File: config.mk
export PLATFORM = sky130hd
export DESIGN_NAME = regfile_param
export DESIGN_NICKNAME = d
export VERILOG_FILES = /design/src/rtl/regfile_param.sv
export SDC_FILE = /design/constraint.sdc
export NUM_CORES = 1
export LEC_CHECK = 0
export BUFFER_PORTS_ARGS = -buffer_cell sky130_fd_sc_hd__buf_4
export CAP_MARGIN = 20
export CORE_ASPECT_RATIO = 2
export CORE_MARGIN = 4
export CORE_UTILIZATION = 25
export DETAILED_ROUTE_END_ITERATION = 10
export PLACE_DENSITY = 0.42
export SYNTH_ARGS = -nofsm -noshare
export SYNTH_HDL_FRONTEND = slang
export SYNTH_SLANG_ARGS = --single-unit
File: constraint.sdc
create_clock -name clk -period 3.8 [get_ports clk]
set_input_delay 0.38 -clock clk [delete_from_list [all_inputs] [get_ports clk]]
set_output_delay 0.38 -clock clk [all_outputs]
set_load 0.01 [all_outputs]
File: src/rtl/regfile_param.sv
// Parametrised register file: one write port, two registered read ports,
// optional hardwired-zero entry 0, optional write bypass and a sequential clear engine.
module regfile_param #(
   parameter int DATA_W   = 32,
   parameter int ADDR_W   = 5,
   parameter int ZERO_REG = 1,
   parameter int BYPASS   = 1
) (
   input  logic              clk,
   input  logic              rst,
   input  logic              clr_req,
   input  logic              wr_en,
   input  logic [ADDR_W-1:0] wr_addr,
   input  logic [DATA_W-1:0] wr_data,
   input  logic [ADDR_W-1:0] rd_addr1,
   input  logic [ADDR_W-1:0] rd_addr2,
   output logic [DATA_W-1:0] rd_data1,
   output logic [DATA_W-1:0] rd_data2,
   output logic              busy
);

   localparam int DEPTH = 2 ** ADDR_W;

   typedef enum logic {IDLE, CLEAR} state_t;

   state_t            state_q, state_d;
   logic [ADDR_W-1:0] clr_cnt_q, clr_cnt_d;
   logic [DATA_W-1:0] rd_data1_q, rd_data1_d;
   logic [DATA_W-1:0] rd_data2_q, rd_data2_d;
   logic [DATA_W-1:0] mem_q [DEPTH];

   logic              mem_we;
   logic [ADDR_W-1:0] mem_waddr;
   logic [DATA_W-1:0] mem_wdata;
   logic              wr_ok;

   // Zero rule beats bypass; bypass only forwards writes that actually land.
   function automatic logic [DATA_W-1:0] read_value(
      input logic [ADDR_W-1:0] addr,
      input logic [DATA_W-1:0] mem_val,
      input logic              fwd_en,
      input logic [ADDR_W-1:0] fwd_addr,
      input logic [DATA_W-1:0] fwd_data
   );
      logic [DATA_W-1:0] val;
      val = mem_val;
      if ((ZERO_REG != 0) && (addr == '0)) begin
         val = '0;
      end else if ((BYPASS != 0) && fwd_en && (fwd_addr == addr)) begin
         val = fwd_data;
      end
      return val;
   endfunction

   always_ff @(posedge clk or posedge rst) begin
      if (rst) begin
         state_q    <= CLEAR;
         clr_cnt_q  <= '0;
         rd_data1_q <= '0;
         rd_data2_q <= '0;
      end else begin
         state_q    <= state_d;
         clr_cnt_q  <= clr_cnt_d;
         rd_data1_q <= rd_data1_d;
         rd_data2_q <= rd_data2_d;
      end
   end

   always_ff @(posedge clk) begin
      if (mem_we) begin
         mem_q[mem_waddr] <= mem_wdata;
      end
   end

   always_comb begin
      state_d   = state_q;
      clr_cnt_d = clr_cnt_q;
      case (state_q)
         IDLE: begin
            if (clr_req) begin
               state_d = CLEAR;
            end
         end
         CLEAR: begin
            // Counter wraps to zero on the same edge that clears the last entry.
            clr_cnt_d = clr_cnt_q + ADDR_W'(1);
            if (clr_cnt_q == '1) begin
               state_d = IDLE;
            end
         end
         default: begin
            state_d   = CLEAR;
            clr_cnt_d = '0;
         end
      endcase
   end

   always_comb begin
      wr_ok      = wr_en && !((ZERO_REG != 0) && (wr_addr == '0));
      mem_we     = 1'b0;
      mem_waddr  = wr_addr;
      mem_wdata  = wr_data;
      rd_data1_d = '0;
      rd_data2_d = '0;
      if (state_q == CLEAR) begin
         mem_we    = 1'b1;
         mem_waddr = clr_cnt_q;
         mem_wdata = '0;
      end else begin
         mem_we     = wr_ok;
         rd_data1_d = read_value(rd_addr1, mem_q[rd_addr1], wr_ok, wr_addr, wr_data);
         rd_data2_d = read_value(rd_addr2, mem_q[rd_addr2], wr_ok, wr_addr, wr_data);
      end
   end

   assign rd_data1 = rd_data1_q;
   assign rd_data2 = rd_data2_q;
   assign busy     = (state_q == CLEAR);

endmodule

# --- Word level (Yosys, flattened, before mapping) ---
# Memories as Yosys holds them, arrays and structs flattened.
# Index checks and enable logic that the tools add are counted.
word_totals:
  n_memories: 1
  out_inout_bits: 65
  word_cells: 31
  rom_bits: 0
  latchBits: 0
  ramBits: 1024
  input_bits: 51
  ff_bits: 70
mem_list:
  columns: ["name", "depth", "word_bits", "rd", "rd_clocked_by_memory_dff", "wr", "line_no", "rtl"]
  rows:
  - ["mem_q", 32, 32, 2, 0, 1, "30", "logic [DATA_W-1:0] mem_q [DEPTH];"]
classes:
  magnitude_cmp: 0
  shifts: 0
  bitwise: 1
  n_div: 0
  n_mux: 14
  mul: 0
  add_sub_neg: 1
  reduce_logical: 7
  eq_ne: 3
ops:
  columns: ["cell", "n"]
  rows:
  - ["two-way mux 32 bit", 7]
  - ["zero test 5 bit", 3]
  - ["== test 5 bit", 2]
  - ["adder 5 x 1 -> 5 bit (second input constant)", 1]
  - ["== test 5 bit (second input constant)", 1]
  - ["two-way mux 1 bit", 5]
  - ["two-way mux 5 bit", 1]
  - ["logical AND 1 bit", 3]
  - ["one-hot mux 1 bit (2 select lines)", 1]
  - ["zero test 1 bit", 1]
  - ["NOT 1 bit", 1]

# --- Depth between registers and ports, before layout ---
# Gate-level depths: netlist (run 1).
depth:
  depth_word: 7
  mapped_depth: 9
  depth_no_buf: 5

# --- Least setup slack after synthesis (run 1) ---
# No wires, ideal clock.
synth_path:
  kind: "register to register"
  from: "register state_q (netlist: busy)"
  to: "memory mem_q[24][0] (enable)"
  n_path_buf: 1
  setup_slack_ns: 0.337
  arrival_time_ns: 3.042
  synth_period_minus_slack_ns: 3.463
  setup_ns: 0.421
  stages_incl_launch_ff: 6
  required_ns: 3.379
  path_cell_list: "dfstp_2 > clkbuf_1 > clkinv_1 > o32ai_1 > nand2_1 > nor2_1"
synth_via:
  elab_chain_len: 3
  word_cells_on_any_way: 4
  cone_classes: "mux (4)"
synth_rtl:
  columns: ["element", "line_no", "rtl"]
  rows:
  - ["start, declared", "26", "state_t state_q, state_d;"]
  - ["start signal, assigned", "62", "state_q <= state_d;"]
  - ["two-way mux 1 bit", "105", "if (state_q == CLEAR) begin"]
  - ["two-way mux 1 bit", "70", "if (mem_we) begin"]
  - ["two-way mux 1 bit (not written as such)", "71", "mem_q[mem_waddr] <= mem_wdata;"]
  - ["end, declared", "30", null]
# Several ways; a longest one is shown, not always the timed one.

# --- Worst setup path in the final report (run 1) ---
layout_path:
  from: "register state_q (netlist: busy)"
  to: "memory mem_q[6][11] (enable)"
# The elaborated chain is that of the path after synthesis.

==> impl_metrics.csv, run 1 <==
group,metric,value,unit
status,status,"completed",
logic_synthesis,synth_seq_area_share,0.6535,
global_routing,grt-ovfl-total,0,
sta,tns,0,ns
critical_path,cp_num_buf_inv,2,
logic_synthesis,ys_seq_elements,1094,
die,die_h,638.8,um
cts,cts_buffer_depth,3,
routing,routed_wl,191700,um
cts,clk_pin_slew,0.07,ns
routing,wl_met3,10320,um
critical_path,path_cells,"clkinv_1 -> nand2_1 -> nand2_1 -> nor2_4 -> buf_12",
critical_path,worst_path_most_repeated_cell,"nand2_1",
sta,timing.fmax,0.3017,GHz
critical_path,arrival,3.72,ns
routing,drtAntennaViolNets,0,
cts,cts_root_buf,"clkbuf_16",
cts,clock-sinks,1094,
final_layout,final_util,0.2975,
cts,htreeDepth,3,
cts,numCtsBuffers,103,
sta,finalClockSkew,0.05056,ns
sta,rsz0062_at_grt,"no",
routing,wl_met2,101200,um
sta,slew_violations,0,
critical_path,critPathRequiredTime,4.20,ns
logic_synthesis,syn_inst,2488,
routing,highest_layer,"met5",
pwr,power,33.70,mW
final_layout,layout_common_cells,"1,024 x edfxtp_1, 512 x mux4_2, 250 x buf_4",
cts,postCtsSetupBuffers,0,
critical_path,reg2reg_depth,5,
critical_path,r2r-start,"busy",
routing,drtIter0Drc,2850,
routing,vias_per_cell,5.288,
placed_design,post_dp_cell_area,55070,um2
die,die_area,206600,um2
die,start_util,0.2512,
critical_path,crit_path_max_fanout,22,
worst_hold_path,worstHoldEndpoint,"rd_data1[6]",
routing,drcViolationCount,0,
global_routing,track_usage,0.1838,
sta,period_minus_slack,3.315,ns
global_routing,grt_pass1_wl,261100,um
logic_synthesis,ys_warn_count,0,
final_layout,drive_gt1_frac,0.3689,
logic_synthesis,synth_area,49740,um2
global_routing,grt_max_degree,76,
sta,final-setup-viol-count,0,
die,core-area,198000,um2
final_layout,synthToLayoutAreaGrowth,18.44,%
sta,finalHoldViolations,0,
global_routing,grt_pass1_vias,30610,
global_routing,antenna_found_initial,9,
final_layout,layout_commonest_cell,"edfxtp_1",
sta,worst_slew_pin_slew,1.032,ns
routing,vias,28390,
critical_path,cpPeakStageDelay,0.82,ns
cts,clkLatencyLatePin,0.74,ns
placed_design,hpwl,121500,um
routing,wl_met1,71660,um
worst_hold_path,min_path_cells,2,
cts,cts_tree,"built",
routing,wire_per_inst,35.72,um
critical_path,crit_slowest_cell,"nor2_4",
placed_design,port_buffers,115,
worst_hold_path,hp-class,"input pin to register",
logic_synthesis,synthFlopType,"edfxtp_1",
pwr,ir_drop,0.3398,mV
logic_synthesis,synthArstFlopShare,0.06399,
critical_path,critPathTopFamily,"simple AND/OR/NAND/NOR gates",
placed_design,place_congestion,0.7956,
routing,drt_first_pass_iters,5,
die,pin_count,116,
final_layout,final_net_count,2771,
worst_hold_path,min_from,"wr_data[6]",
critical_path,crit_path_start_kind,"register",
logic_synthesis,synthesis.nets,2541,
die,placementRows,231,
pwr,power.leakage,18.93,nW
sta,maxSlewHeadroom,0.3103,
critical_path,r2r_end,"mem_q[6][11]",
logic_synthesis,synth_edf_count,1024,
critical_path,crit_type,"register to register",
critical_path,crit_path_end_kind,"register",
pwr,powerDensity,572.1,nW/um2
logic_synthesis,avgSynthCellArea,19.99,um2
final_layout,final_area,58910,um2
logic_synthesis,synthDistinctLibCells,43,
sta,min_period_over_period,0.8724,
job,max_cap_violations,0,
critical_path,r2r_setup_slack,0.49,ns
die,die_w,323.4,um
[timing repair]
action,4_1_cts,5_1_grt
endpoints found under the setup margin,0,0
endpoints found under the hold margin,103,0
resized for setup,0,0
hold buffers,27,0
[metrics by stage]
stage                     hold WS [ns]  instances  worst slack [ns]
after global placement          0.5021       5145            0.5311
after detailed placement        0.4916       5147            0.5143
after CTS                      0.02077       5364            0.4988
after floorplan                 0.4602       2488            0.3374
final                          0.04630       5368            0.4850
after global routing           0.03897       5367            0.3537
[worst reg2reg max path: cells and delay by family, from the launching register on]
| kind | cells | cell delay, ns |
|---|---|---|
| DFF | 1 | 0.79 |
| and+or+nand+nor | 3 | 1.49 |
| buffers and inverters | 2 | 0.69 |
[routing by layer]
layer / global-route usage / up-vias
met1: 0.2185 / 15660
met5: 0 / -
met3: 0.02668 / 277
met2: 0.3310 / 1182
met4: 0.07524 / 4
li1: - / 11260
[synth_stat cells, types with 2 or more instances]
master	instances	area (um2)
inv_1	11	41.29
a21oi_1	35	175.2
a32oi_1	2	17.52
o32ai_1	3	26.28
a22oi_1	60	450.4
buf_4	10	75.07
nor2_1	38	142.6
o22ai_1	65	406.6
nand3_1	5	25.02
nor2b_1	100	625.6
buf_2	85	425.4
nor3_1	33	165.2
dfrtp_1	69	1727
a221o_1	64	640.6
or2_2	4	25.02
and3_1	2	12.51
clkbuf_1	74	277.8
xnor2_1	12	105.1
and2_1	2	12.51
mux2i_1	67	670.6
edfxtp_1	1024	30750
nand2b_1	4	25.02
nand2_1	54	202.7
buf_6	11	123.9
mux2_2	2	22.52
o21ai_0	2	10.01
a211oi_1	99	743.2
mux4_2	512	11530
buf_1	23	86.33
nor4_1	2	12.51
ha_1	2	25.02
[sequential cells by signal, summed over array words and instances, names as in the netlist]
signal / cells
busy: 1
clr_cnt_q: 5
mem_q: 1024
rd_data1: 32
rd_data2: 32
[cells by family (layout without fill, tap and decap cells)]
family,count (synthesis),in the layout,synth area share
flip-flops,1094,1094,0.6535
multiplexers,581,581,0.2458
AO/OA/AOI/OAI,335,335,0.05094
AND/OR/NAND/NOR,248,248,0.02619
buffers and inverters,215,530,0.02078
XOR/XNOR,13,13,0.002289
adder cells (fa/ha/maj),2,2,0.0005031
other,0,2,0
[where the power goes]
| part | internal (mW) | switching (mW) | total, mW |
|---|---|---|---|
| logic | 2.29 | 4.40 | 6.69 |
| registers | 15.3 | 0.653 | 15.9 |
| clock network | 6.09 | 4.99 | 11.1 |
[worst max path at each step]
stage,start,to,depth (start not counted)
after CTS,busy,mem_q[1][10],5
after global placement,busy,mem_q[5][16],5
final,busy,mem_q[6][11],5
after global routing,busy,mem_q[1][10],5
after floorplan,busy,mem_q[24][0],5
after detailed placement,busy,mem_q[6][14],5
[layout make-up]
class	count	area, um2
tap	2563	3207
antenna	2	5.005
inverter	12	46.29
timing repair buffer	328	3119
multi-input combinational	1179	16480
clock inverter	73	860.8
fill	19100	139100
clock buffer	117	2681
sequential	1094	32500
No activity file was read; power rests on OpenSTA's default activity.
==> run 2: changes to the inputs <==
Settings changed: CELL_PAD_IN_SITES_DETAIL_PLACEMENT set to 1, CELL_PAD_IN_SITES_GLOBAL_PLACEMENT set to 1, PLACE_DENSITY 0.42 to 0.45.
==> run 2 against run 1 <==
Compared with the run above: design area up 0.35%; clock skew up 0.0030 ns; maximum frequency up 4.5%.
==> impl_metrics.csv, run 2 (synthesis gave the netlist of run 1 again) <==
group,metric,value,unit
status,status,"completed",
placed_design,port_buffers,115,
sta,final-setup-viol-count,0,
pwr,power.leakage,19.03,nW
sta,finalHoldViolations,0,
routing,wire_per_inst,37.05,um
routing,vias_per_cell,5.286,
final_layout,seqCellArea,32500,um2
final_layout,drive_gt1_frac,0.3664,
sta,finalClockSkew,0.05353,ns
routing,drcViolationCount,0,
worst_hold_path,hp-class,"input pin to register",
sta,rsz0062_at_grt,"no",
routing,wl_met3,8379,um
cts,cts_root_buf,"clkbuf_16",
die,placementRows,231,
final_layout,layout_commonest_cell,"edfxtp_1",
cts,clk_pin_slew,0.07,ns
global_routing,grt_pass1_vias,32260,
final_layout,final_net_count,2797,
routing,drtIter0Drc,2484,
routing,drtAntennaViolNets,0,
final_layout,synthToLayoutAreaGrowth,18.86,%
final_layout,final_area,59110,um2
global_routing,track_usage,0.1926,
pwr,p_comb_frac,0.203,
critical_path,critPathRequiredTime,4.22,ns
global_routing,grt-ovfl-total,0,
sta,period_minus_slack,3.171,ns
die,die_area,206600,um2
cts,cts_buffer_depth,3,
placed_design,hpwl,130500,um
global_routing,grt_max_degree,67,
sta,timing.final.ws_setup,0.6290,ns
cts,postCtsSetupBuffers,0,
final_layout,layout_common_cells,"1,024 x edfxtp_1, 512 x mux4_2, 264 x buf_4",
die,core-area,198000,um2
final_layout,regMostFlops,"mem_q",
die,start_util,0.2512,
critical_path,crit_path_end_kind,"register",
routing,highest_layer,"met5",
critical_path,crit_path_max_fanout,15,
final_layout,largest_register_ffs,1024,
routing,vias,28540,
sta,hold_ws,0.3995,ns
placed_design,pre_cts_ws,0.6411,ns
die,pin_count,116,
pwr,p_sw,10.17,mW
cts,clock-sinks,1094,
routing,drt_first_pass_iters,5,
routing,wl_met2,108700,um
sta,min_period_over_period,0.8345,
sta,slew_violations,0,
routing,routed_wl,200100,um
routing,wl_met1,73480,um
critical_path,crit_path_start_kind,"register",
worst_hold_path,min_path_cells,3,
sta,tns,0,ns
critical_path,arrival,3.59,ns
global_routing,antenna_found_initial,6,
sta,worst_slew_pin_slew,1.036,ns
pwr,p_sw_frac,0.3012,
cts,clkLatencyLatePin,0.72,ns
job,max_cap_violations,0,
pwr,powerDensity,570.9,nW/um2
sta,timing.fmax,0.3154,GHz
placed_design,post_dp_cell_area,55290,um2
pwr,ir_drop,0.3511,mV
die,die_h,638.8,um
cts,numCtsBuffers,103,
die,die_w,323.4,um
cts,htreeDepth,3,
sta,maxSlewHeadroom,0.3081,
pwr,seqPwrFrac,0.473,
pwr,p_int,23.58,mW
placed_design,place_congestion,0.7885,
cts,cts_tree,"built",
critical_path,reg2reg_depth,5,
final_layout,multiInputGateArea,16490,um2
critical_path,crit_type,"register to register",
pwr,clkPwrFrac,0.324,
global_routing,grt_pass1_wl,274000,um
final_layout,fill_cells,19880,
final_layout,final_util,0.2986,
run 2: worst max-delay path, stage by stage (launching register included):
cell and delay, ns:
dfstp_2 0.71, clkinv_1 0.33, o32ai_1 0.48, nand3_1 0.40
nor2_4 0.70, buf_12 0.25
run 2: stage by stage:
step                cells  total power, mW
global route         5398            34.93
finish               5399            33.75
floorplan            2488            19.24
CTS                  5395            34.23
global placement     5165            22.92
detailed placement   5167            23.18
run 2: final cells by class:
class	instances	share of cell area
diodes	3	0.0001270
clock inverters	68	0.01295
multi-input cells	1179	0.2790
inverters	12	0.0007832
well taps	2563	0.05425
repair buffers	354	0.05742
clock buffers	126	0.04559
flip-flops and latches	1094	0.5498
run 2: what timing repair did:
| item | 4_1_cts | 5_1_grt |
|---|---|---|
| hold endpoints to repair | 94 | 0 |
| gates resized for setup | 0 | 0 |
| hold buffers | 34 | 0 |
| endpoints found under the setup margin | 0 | 0 |
run 2: worst paths after layout:
check | slack (ns) | end | startpoint
worst min register to register | 0.50 | clr_cnt_q[3] | clr_cnt_q[3]
worst max register to register | 0.63 | mem_q[14][13] | busy
worst max-delay path | 0.63 | mem_q[14][13] | busy
max in group asynchronous | 2.49 | busy | rst
worst min-delay path | 0.40 | rd_data2[12] | rd_addr2[4]
min in group asynchronous | 0.41 | rd_data2[19] | rst
run 2: per-layer routing:
layer  up-vias  track usage
li1      11300            -
met1     15960       0.2181
met2       962       0.3601
met3       320      0.02415
met4         2      0.08326
met5         -            0
run 2: power by group through the flow:
stage | Clock (mW) | Sequential [mW] | Combinational (mW)
CTS | 11.2 | 16.0 | 6.99
detailed placement | 0 | 16.2 | 6.94
global placement | 0 | 16.1 | 6.81
finish | 10.9 | 16.0 | 6.84
floorplan | 0 | 16.0 | 3.27
global route | 11.7 | 16.1 | 7.16
